==> src/rtl/alctclctgem_pkg.sv <==
`default_nettype none
// ============================================================================
//  Module   : alctclctgem_pkg
//  Purpose  : Shared widths and record layout for the CLCT-GEM winner decoder.
//             A record is packed as {win, angle, data} with data in the LSBs.
//  Revision : 1.0  initial release
// ============================================================================
package alctclctgem_pkg;

    localparam int NCAND   = 8;
    localparam int WIN_W   = 3;
    localparam int ANGLE_W = 10;
    localparam int DW_DEF  = 14;
    localparam int REC_W   = WIN_W + ANGLE_W + DW_DEF;

    // Field offsets for the default data width
    localparam int DATA_LSB  = 0;
    localparam int ANGLE_LSB = DW_DEF;
    localparam int WIN_LSB   = DW_DEF + ANGLE_W;

    // Layout helpers for a non-default data width
    function automatic int rec_width(input int dw);
        return WIN_W + ANGLE_W + dw;
    endfunction

    function automatic int angle_lsb(input int dw);
        return dw;
    endfunction

    function automatic int win_lsb(input int dw);
        return dw + ANGLE_W;
    endfunction

endpackage
`default_nettype wire

==> src/rtl/alctclctgem_win_fifo.sv <==
`default_nettype none
// ============================================================================
//  Module   : alctclctgem_win_fifo
//  Purpose  : Small synchronous FIFO for accepted match records. A push while
//             full is taken only when a pop happens in the same cycle; the
//             head reads as zero while empty.
//  Revision : 1.0  initial release
// ============================================================================
module alctclctgem_win_fifo
    import alctclctgem_pkg::*;
#(
    parameter int WIDTH = REC_W,
    parameter int DEPTH = 4
) (
    input  logic             clk,
    input  logic             rst,
    input  logic             push,
    input  logic [WIDTH-1:0] push_data,
    input  logic             pop,
    output logic [WIDTH-1:0] head,
    output logic             empty,
    output logic             full
);

    localparam int PTR_W = $clog2(DEPTH);
    localparam int CNT_W = PTR_W + 1;

    logic [WIDTH-1:0] r_mem [DEPTH];
    logic [PTR_W-1:0] r_wr_ptr;
    logic [PTR_W-1:0] r_rd_ptr;
    logic [CNT_W-1:0] r_count;

    logic w_pop_ok;
    logic w_push_ok;

    assign empty     = (r_count == '0);
    assign full      = (r_count == CNT_W'(DEPTH));
    assign w_pop_ok  = pop & ~empty;
    assign w_push_ok = push & (~full | w_pop_ok);
    assign head      = empty ? '0 : r_mem[r_rd_ptr];

    // Storage write; contents need no reset because the head is gated by empty
    always_ff @(posedge clk) begin
        if (w_push_ok) begin
            r_mem[r_wr_ptr] <= push_data;
        end
    end

    // Pointer and occupancy tracking; pointers wrap naturally at DEPTH
    always_ff @(posedge clk) begin
        if (rst) begin
            r_wr_ptr <= '0;
            r_rd_ptr <= '0;
            r_count  <= '0;
        end else begin
            if (w_push_ok) begin
                r_wr_ptr <= r_wr_ptr + PTR_W'(1);
            end
            if (w_pop_ok) begin
                r_rd_ptr <= r_rd_ptr + PTR_W'(1);
            end
            case ({w_push_ok, w_pop_ok})
                2'b10:   r_count <= r_count + CNT_W'(1);
                2'b01:   r_count <= r_count - CNT_W'(1);
                default: r_count <= r_count;
            endcase
        end
    end

endmodule
`default_nettype wire

==> src/rtl/alctclctgem_win_decoder.sv <==
`default_nettype none
// ============================================================================
//  Module   : alctclctgem_win_decoder
//  Purpose  : Consumer of the CLCT-GEM best-match encoder. Aligns the candidate
//             inputs to the encoder result, selects the winner's GEM data,
//             filters on bending angle, and queues accepted matches for a
//             valid/ready downstream. Counts rejected strobes and drops.
//  Revision : 1.0  initial release
// ============================================================================
module alctclctgem_win_decoder
    import alctclctgem_pkg::*;
#(
    parameter int DW         = DW_DEF,
    parameter int ENC_LAT    = 1,
    parameter int FIFO_DEPTH = 4,
    parameter int CNT_W      = 8
) (
    input  logic                  clock,
    input  logic                  global_reset,
    input  logic                  match_strobe,
    input  logic [NCAND-1:0]      cand_valid,
    input  logic [NCAND*DW-1:0]   cand_data,
    input  logic [WIN_W-1:0]      win_best,
    input  logic [ANGLE_W-1:0]    pri_best,
    input  logic [ANGLE_W-1:0]    angle_max,
    input  logic                  cnt_clear,
    output logic                  out_valid,
    input  logic                  out_ready,
    output logic [WIN_W-1:0]      out_win,
    output logic [ANGLE_W-1:0]    out_angle,
    output logic [DW-1:0]         out_data,
    output logic [NCAND-1:0]      out_onehot,
    output logic [CNT_W-1:0]      nomatch_cnt,
    output logic [CNT_W-1:0]      drop_cnt
);

    localparam int RW     = rec_width(DW);
    localparam int A_LSB  = angle_lsb(DW);
    localparam int W_LSB  = win_lsb(DW);

    // Delay line bringing the candidate set into step with win_best/pri_best
    logic                r_strobe_d [ENC_LAT];
    logic [NCAND-1:0]    r_valid_d  [ENC_LAT];
    logic [NCAND*DW-1:0] r_data_d   [ENC_LAT];

    logic                w_strobe_s;
    logic [NCAND-1:0]    w_valid_s;
    logic [NCAND*DW-1:0] w_data_s;
    logic                w_sel_valid;
    logic [DW-1:0]       w_sel_data;
    logic                w_accept;
    logic                w_reject;
    logic                w_pop;
    logic                w_drop;
    logic                w_full;
    logic                w_empty;
    logic [RW-1:0]       w_push_rec;
    logic [RW-1:0]       w_head;

    // Shift the strobe and candidate set ENC_LAT stages
    always_ff @(posedge clock) begin
        if (global_reset) begin
            for (int i = 0; i < ENC_LAT; i++) begin
                r_strobe_d[i] <= 1'b0;
                r_valid_d[i]  <= '0;
                r_data_d[i]   <= '0;
            end
        end else begin
            r_strobe_d[0] <= match_strobe;
            r_valid_d[0]  <= cand_valid;
            r_data_d[0]   <= cand_data;
            for (int i = 1; i < ENC_LAT; i++) begin
                r_strobe_d[i] <= r_strobe_d[i-1];
                r_valid_d[i]  <= r_valid_d[i-1];
                r_data_d[i]   <= r_data_d[i-1];
            end
        end
    end

    assign w_strobe_s  = r_strobe_d[ENC_LAT-1];
    assign w_valid_s   = r_valid_d[ENC_LAT-1];
    assign w_data_s    = r_data_d[ENC_LAT-1];

    // Winner selection trusts win_best as given; tie-breaking is the encoder's job
    assign w_sel_valid = w_valid_s[win_best];
    assign w_sel_data  = w_data_s[win_best*DW +: DW];
    assign w_accept    = w_strobe_s & w_sel_valid & (pri_best <= angle_max);
    assign w_reject    = w_strobe_s & ~w_accept;
    assign w_push_rec  = {win_best, pri_best, w_sel_data};

    assign w_pop       = out_valid & out_ready;
    assign w_drop      = w_accept & w_full & ~w_pop;

    alctclctgem_win_fifo #(
        .WIDTH (RW),
        .DEPTH (FIFO_DEPTH)
    ) u_fifo (
        .clk       (clock),
        .rst       (global_reset),
        .push      (w_accept),
        .push_data (w_push_rec),
        .pop       (w_pop),
        .head      (w_head),
        .empty     (w_empty),
        .full      (w_full)
    );

    // The FIFO zeroes its head while empty, so the fields need no extra gating
    assign out_valid  = ~w_empty;
    assign out_win    = w_head[W_LSB +: WIN_W];
    assign out_angle  = w_head[A_LSB +: ANGLE_W];
    assign out_data   = w_head[0 +: DW];
    assign out_onehot = out_valid ? (NCAND'(1) << out_win) : '0;

    // Rejected-strobe counter: saturating, clear has priority over increment
    always_ff @(posedge clock) begin
        if (global_reset || cnt_clear) begin
            nomatch_cnt <= '0;
        end else if (w_reject && (nomatch_cnt != '1)) begin
            nomatch_cnt <= nomatch_cnt + CNT_W'(1);
        end
    end

    // Full-FIFO drop counter: saturating, clear has priority over increment
    always_ff @(posedge clock) begin
        if (global_reset || cnt_clear) begin
            drop_cnt <= '0;
        end else if (w_drop && (drop_cnt != '1)) begin
            drop_cnt <= drop_cnt + CNT_W'(1);
        end
    end

endmodule
`default_nettype wire

==> config.mk <==
export PLATFORM = sky130hd
export DESIGN_NAME = alctclctgem_win_decoder
export DESIGN_NICKNAME = d
export VERILOG_FILES = /design/src/rtl/alctclctgem_pkg.sv /design/src/rtl/alctclctgem_win_fifo.sv /design/src/rtl/alctclctgem_win_decoder.sv
export SDC_FILE = /design/constraint.sdc
export NUM_CORES = 1
export LEC_CHECK = 0
export ABC_CLOCK_PERIOD_IN_PS = 2600
export BUFFER_PORTS_ARGS = -buffer_cell sky130_fd_sc_hd__buf_2
export CORE_UTILIZATION = 49
export CTS_CLUSTER_SIZE = 40
export DETAILED_ROUTE_END_ITERATION = 16
export PLACE_DENSITY_LB_ADDON = 0.08
export SLEW_MARGIN = 20
export SYNTH_ARGS = -nofsm -noshare
export SYNTH_HDL_FRONTEND = slang
export SYNTH_SLANG_ARGS = --single-unit
==> constraint.sdc <==
create_clock -name clock -period 2.6 [get_ports clock]
set_input_delay 0.13 -clock clock [delete_from_list [all_inputs] [get_ports clock]]
set_output_delay 0.13 -clock clock [all_outputs]
set_load 0.05 [all_outputs]
==> metrics <==
largest net degree at the start of global routing around 70; total grt overflow 0; max-cap violations 0; power density cells 791 nW/um2; Worst Setup Start Kind input port; Final TNS setup 0 ns; Distinct cells, synth 45; fin nets 1197; first-pass GRT wire length 34900 um; Die Ht 143 um; Skew-Pair Late Insertion Delay 0.53 ns; Worst R2R Setup Slack between 0.3 and 0.4 ns; RSZ-0062 raised after global routing false; placed insts 1135; CTS Buf Count 26; clock-pin slew on the worst setup and hold paths 0.06 ns; maximum clock rate 401 MHz; I/O pins 200; final worst slack 0.107 ns; gr usage total 22.5%; antenna violations before repair 0; Static Leak 5.45 nW; main flop type after synthesis dfxtp_1; ys async rst share 0%; actual slew at the worst max-slew pin about 0.70 ns; Post-Syn Area 9800 um2; Worst Hold Class input port to register; Yosys Warn Count 0; Worst EP arrival 2.95 ns; setup violators final 0; Starting Density ~50%; EDFF count, synth 108; buffers and inverters on the worst path 2; Rel. slew slack 53.2%; #FFs+latches synth 254; die area approximately 20000 um2; Core Area just under 20000 um2; first-pass iteration count of the detailed router 4; drc violations 0; Layout area overhead 37.8%; layout cells sized above 1 ~33%; DPL Wire Length around 14000 um; Critical Path, Cell by Cell dlygate4sd3_1 > buf_2 > ha_1 > a21o_1 > a21o_1 > a2111oi_4 > o21ai_1 > fa_1 > or4b_1 > nand3_1; CTS tree done; iteration-0 DRC count of the detailed router 207; Clock Path Buffers 3; most used cell, CP a21o_1; Crit Path Max Fanout 5; Worst VDD drop 0.000521 V; htree depth 1; slowest stage cell, crit path dlygate4sd3_1; Setup CP Type input port to register; Seq/Total Area, Yosys between 60% and 70%; die width 143 um; routability cong. 0.782; Synth Net Count between 800 and 900; WL/cell around 17 um; worst slack, placed 0.00427 ns; number of core rows 51; Hold Fails Final Rpt 0; Synth Instances roughly 680; clk_skew 0.0164 ns; Max stage delay on crit path 0.53 ns; vias post-DR roughly 6.5k; status complete, no violations; period utilisation layout 95.9%; Non-Filler Instances 1315; Final Slew Violations 0; Ant. Diodes 0; clk sinks ~250; crit-path leading delay family compound AO/OA/AOI/OAI gates; via/cell ratio between 4 and 5; I/O Buffers 199; filler instances 1326; Detailed Route WL 22800 um; vias in the first global route 6735; crit end category register; clock root cell clkbuf_16; final worst path period need 2.49 ns; Crit path required time 3.06 ns; Synth Area per Inst 14.4 um2; antenna-violating nets left 0
-- final timing paths --
kind / from / end / cells past startpoint
hold reg to reg: drop_cnt[5] / drop_cnt[5] / 2
setup / recovery: pri_best[2] / u_fifo.r_count[2] / 10
setup reg to reg: u_fifo.r_count[2] / u_fifo.r_count[2] / 8
hold / removal: global_reset / u_fifo.r_wr_ptr[0] / 2
-- power by group --
part	total (mW)	switching, mW	internal (mW)
Clock	3.77	1.48	2.28
Combinational	2.52	1.52	0.998
Sequential	4.40	0.0767	4.32
-- cells by family (layout without fill, tap and decap cells) --
kind of cell / Yosys count / after routing / synth area share [%]
AOI/OAI and AO/OA: 36 / 36 / 2.54
adders and majority gates: 17 / 17 / 2.25
buffers and inverters: 56 / 423 / 2.23
DFF: 254 / 254 / 62.9
muxes: 77 / 77 / 15.3
and+or+nand+nor: 236 / 236 / 14.1
xor gates and xnor gates: 7 / 7 / 0.625
-- final cells by class --
type | instances | area (um2) | area share [%]
inverter | 20 | 75.1 | 0.556
clock buffer | 39 | 783 | 5.80
sequential | 254 | 6170 | 45.7
multi-input combinational | 373 | 3430 | 25.4
timing repair buffer | 357 | 2620 | 19.4
clock inverter | 7 | 103 | 0.760
tap | 265 | 332 | 2.45
-- layer usage --
layer / GRT usage, % / wire length, um / part of all wire (%) / vias up
met2: 38.6 / 11300 / 50 / 205
met5: 0 / 0 / 0 / -
li1: - / - / - / 3129
met3: 3.40 / 1210 / 5.3 / 34
met1: 29.7 / 9920 / 43 / 3133
met4: 6.22 / 389 / 1.7 / 0
-- layout by cell type, fill, tap and decap left out, drive strengths merged, types with 2 or more instances in the layout --
master / Yosys / routed
clkbuf: 30 / 39
nand4: 5 / 5
xor2: 3 / 3
edfxtp: 108 / 108
or3: 4 / 4
mux4: 57 / 57
mux2: 15 / 15
or4: 2 / 2
o21ai: 8 / 8
nand3: 8 / 8
nor2: 25 / 25
nor3: 3 / 3
or2: 3 / 3
dfxtp: 146 / 146
clkinv: 0 / 3
and3: 6 / 6
buf: 6 / 223
bufinv: 0 / 2
a21oi: 11 / 11
dlygate4sd3: 0 / 134
ha: 16 / 16
nand2: 14 / 14
o211ai: 2 / 2
a21o: 5 / 5
nor2b: 124 / 124
inv: 20 / 21
xnor2: 4 / 4
nand2b: 4 / 4
mux2i: 5 / 5
and2: 32 / 32
a31o: 2 / 2
o31ai: 2 / 2
-- metrics by stage --
step | power [mW] | hold slack (ns) | instance area (um2) | util, %
CTS | 10.7 | 0.115 | 13500 | 69.2
finish | 10.7 | 0.143 | 13500 | 69.2
global route | 11.1 | 0.166 | 13500 | 69.2
floorplan | 6.23 | 0.229 | 9810 | -
global placement | 6.82 | 0.340 | 11300 | 57.7
detailed placement | 6.86 | 0.342 | 11300 | 57.7
-- what timing repair did --
action                                  CTS  global route
hold buffers                            134             0
endpoints found under the setup margin    0             1
resized for setup                         0             1
endpoints found under the hold margin   170             0
setup buffers                             0             0
-- synthesized netlist by cell type (2+ instances only) --
cell type	number	area [um2]
nor3_1	3	15.0
clkbuf_1	29	109
nor2_1	25	93.8
or2_2	3	18.8
mux2i_1	5	50.1
or3_1	4	25.0
mux4_2	57	1280
a21o_1	5	37.5
o211ai_1	2	15.0
mux2_2	15	169
a31o_2	2	17.5
nand3_1	8	40.0
edfxtp_1	108	3240
nand2_1	14	52.6
or4_1	2	15.0
nor2b_1	124	776
buf_2	6	30.0
and2_1	32	200
a21oi_1	11	55.1
xor2_1	3	26.3
o21ai_0	6	30.0
and3_1	6	37.5
dfxtp_1	146	2920
o31ai_1	2	15.0
nand2b_1	4	25.0
xnor2_1	4	35.0
nand4_1	5	31.3
inv_1	20	75.1
ha_1	16	200
-- state kept, by name, summed over array words and instances, names as in the netlist, named ones only --
signal,cells
drop_cnt,8
nomatch_cnt,8
r_data_d,112
r_strobe_d,1
r_valid_d,8
u_fifo.r_count,3
u_fifo.r_mem,108
u_fifo.r_rd_ptr,2
u_fifo.r_wr_ptr,2
(Power assumes the default switching activity.)
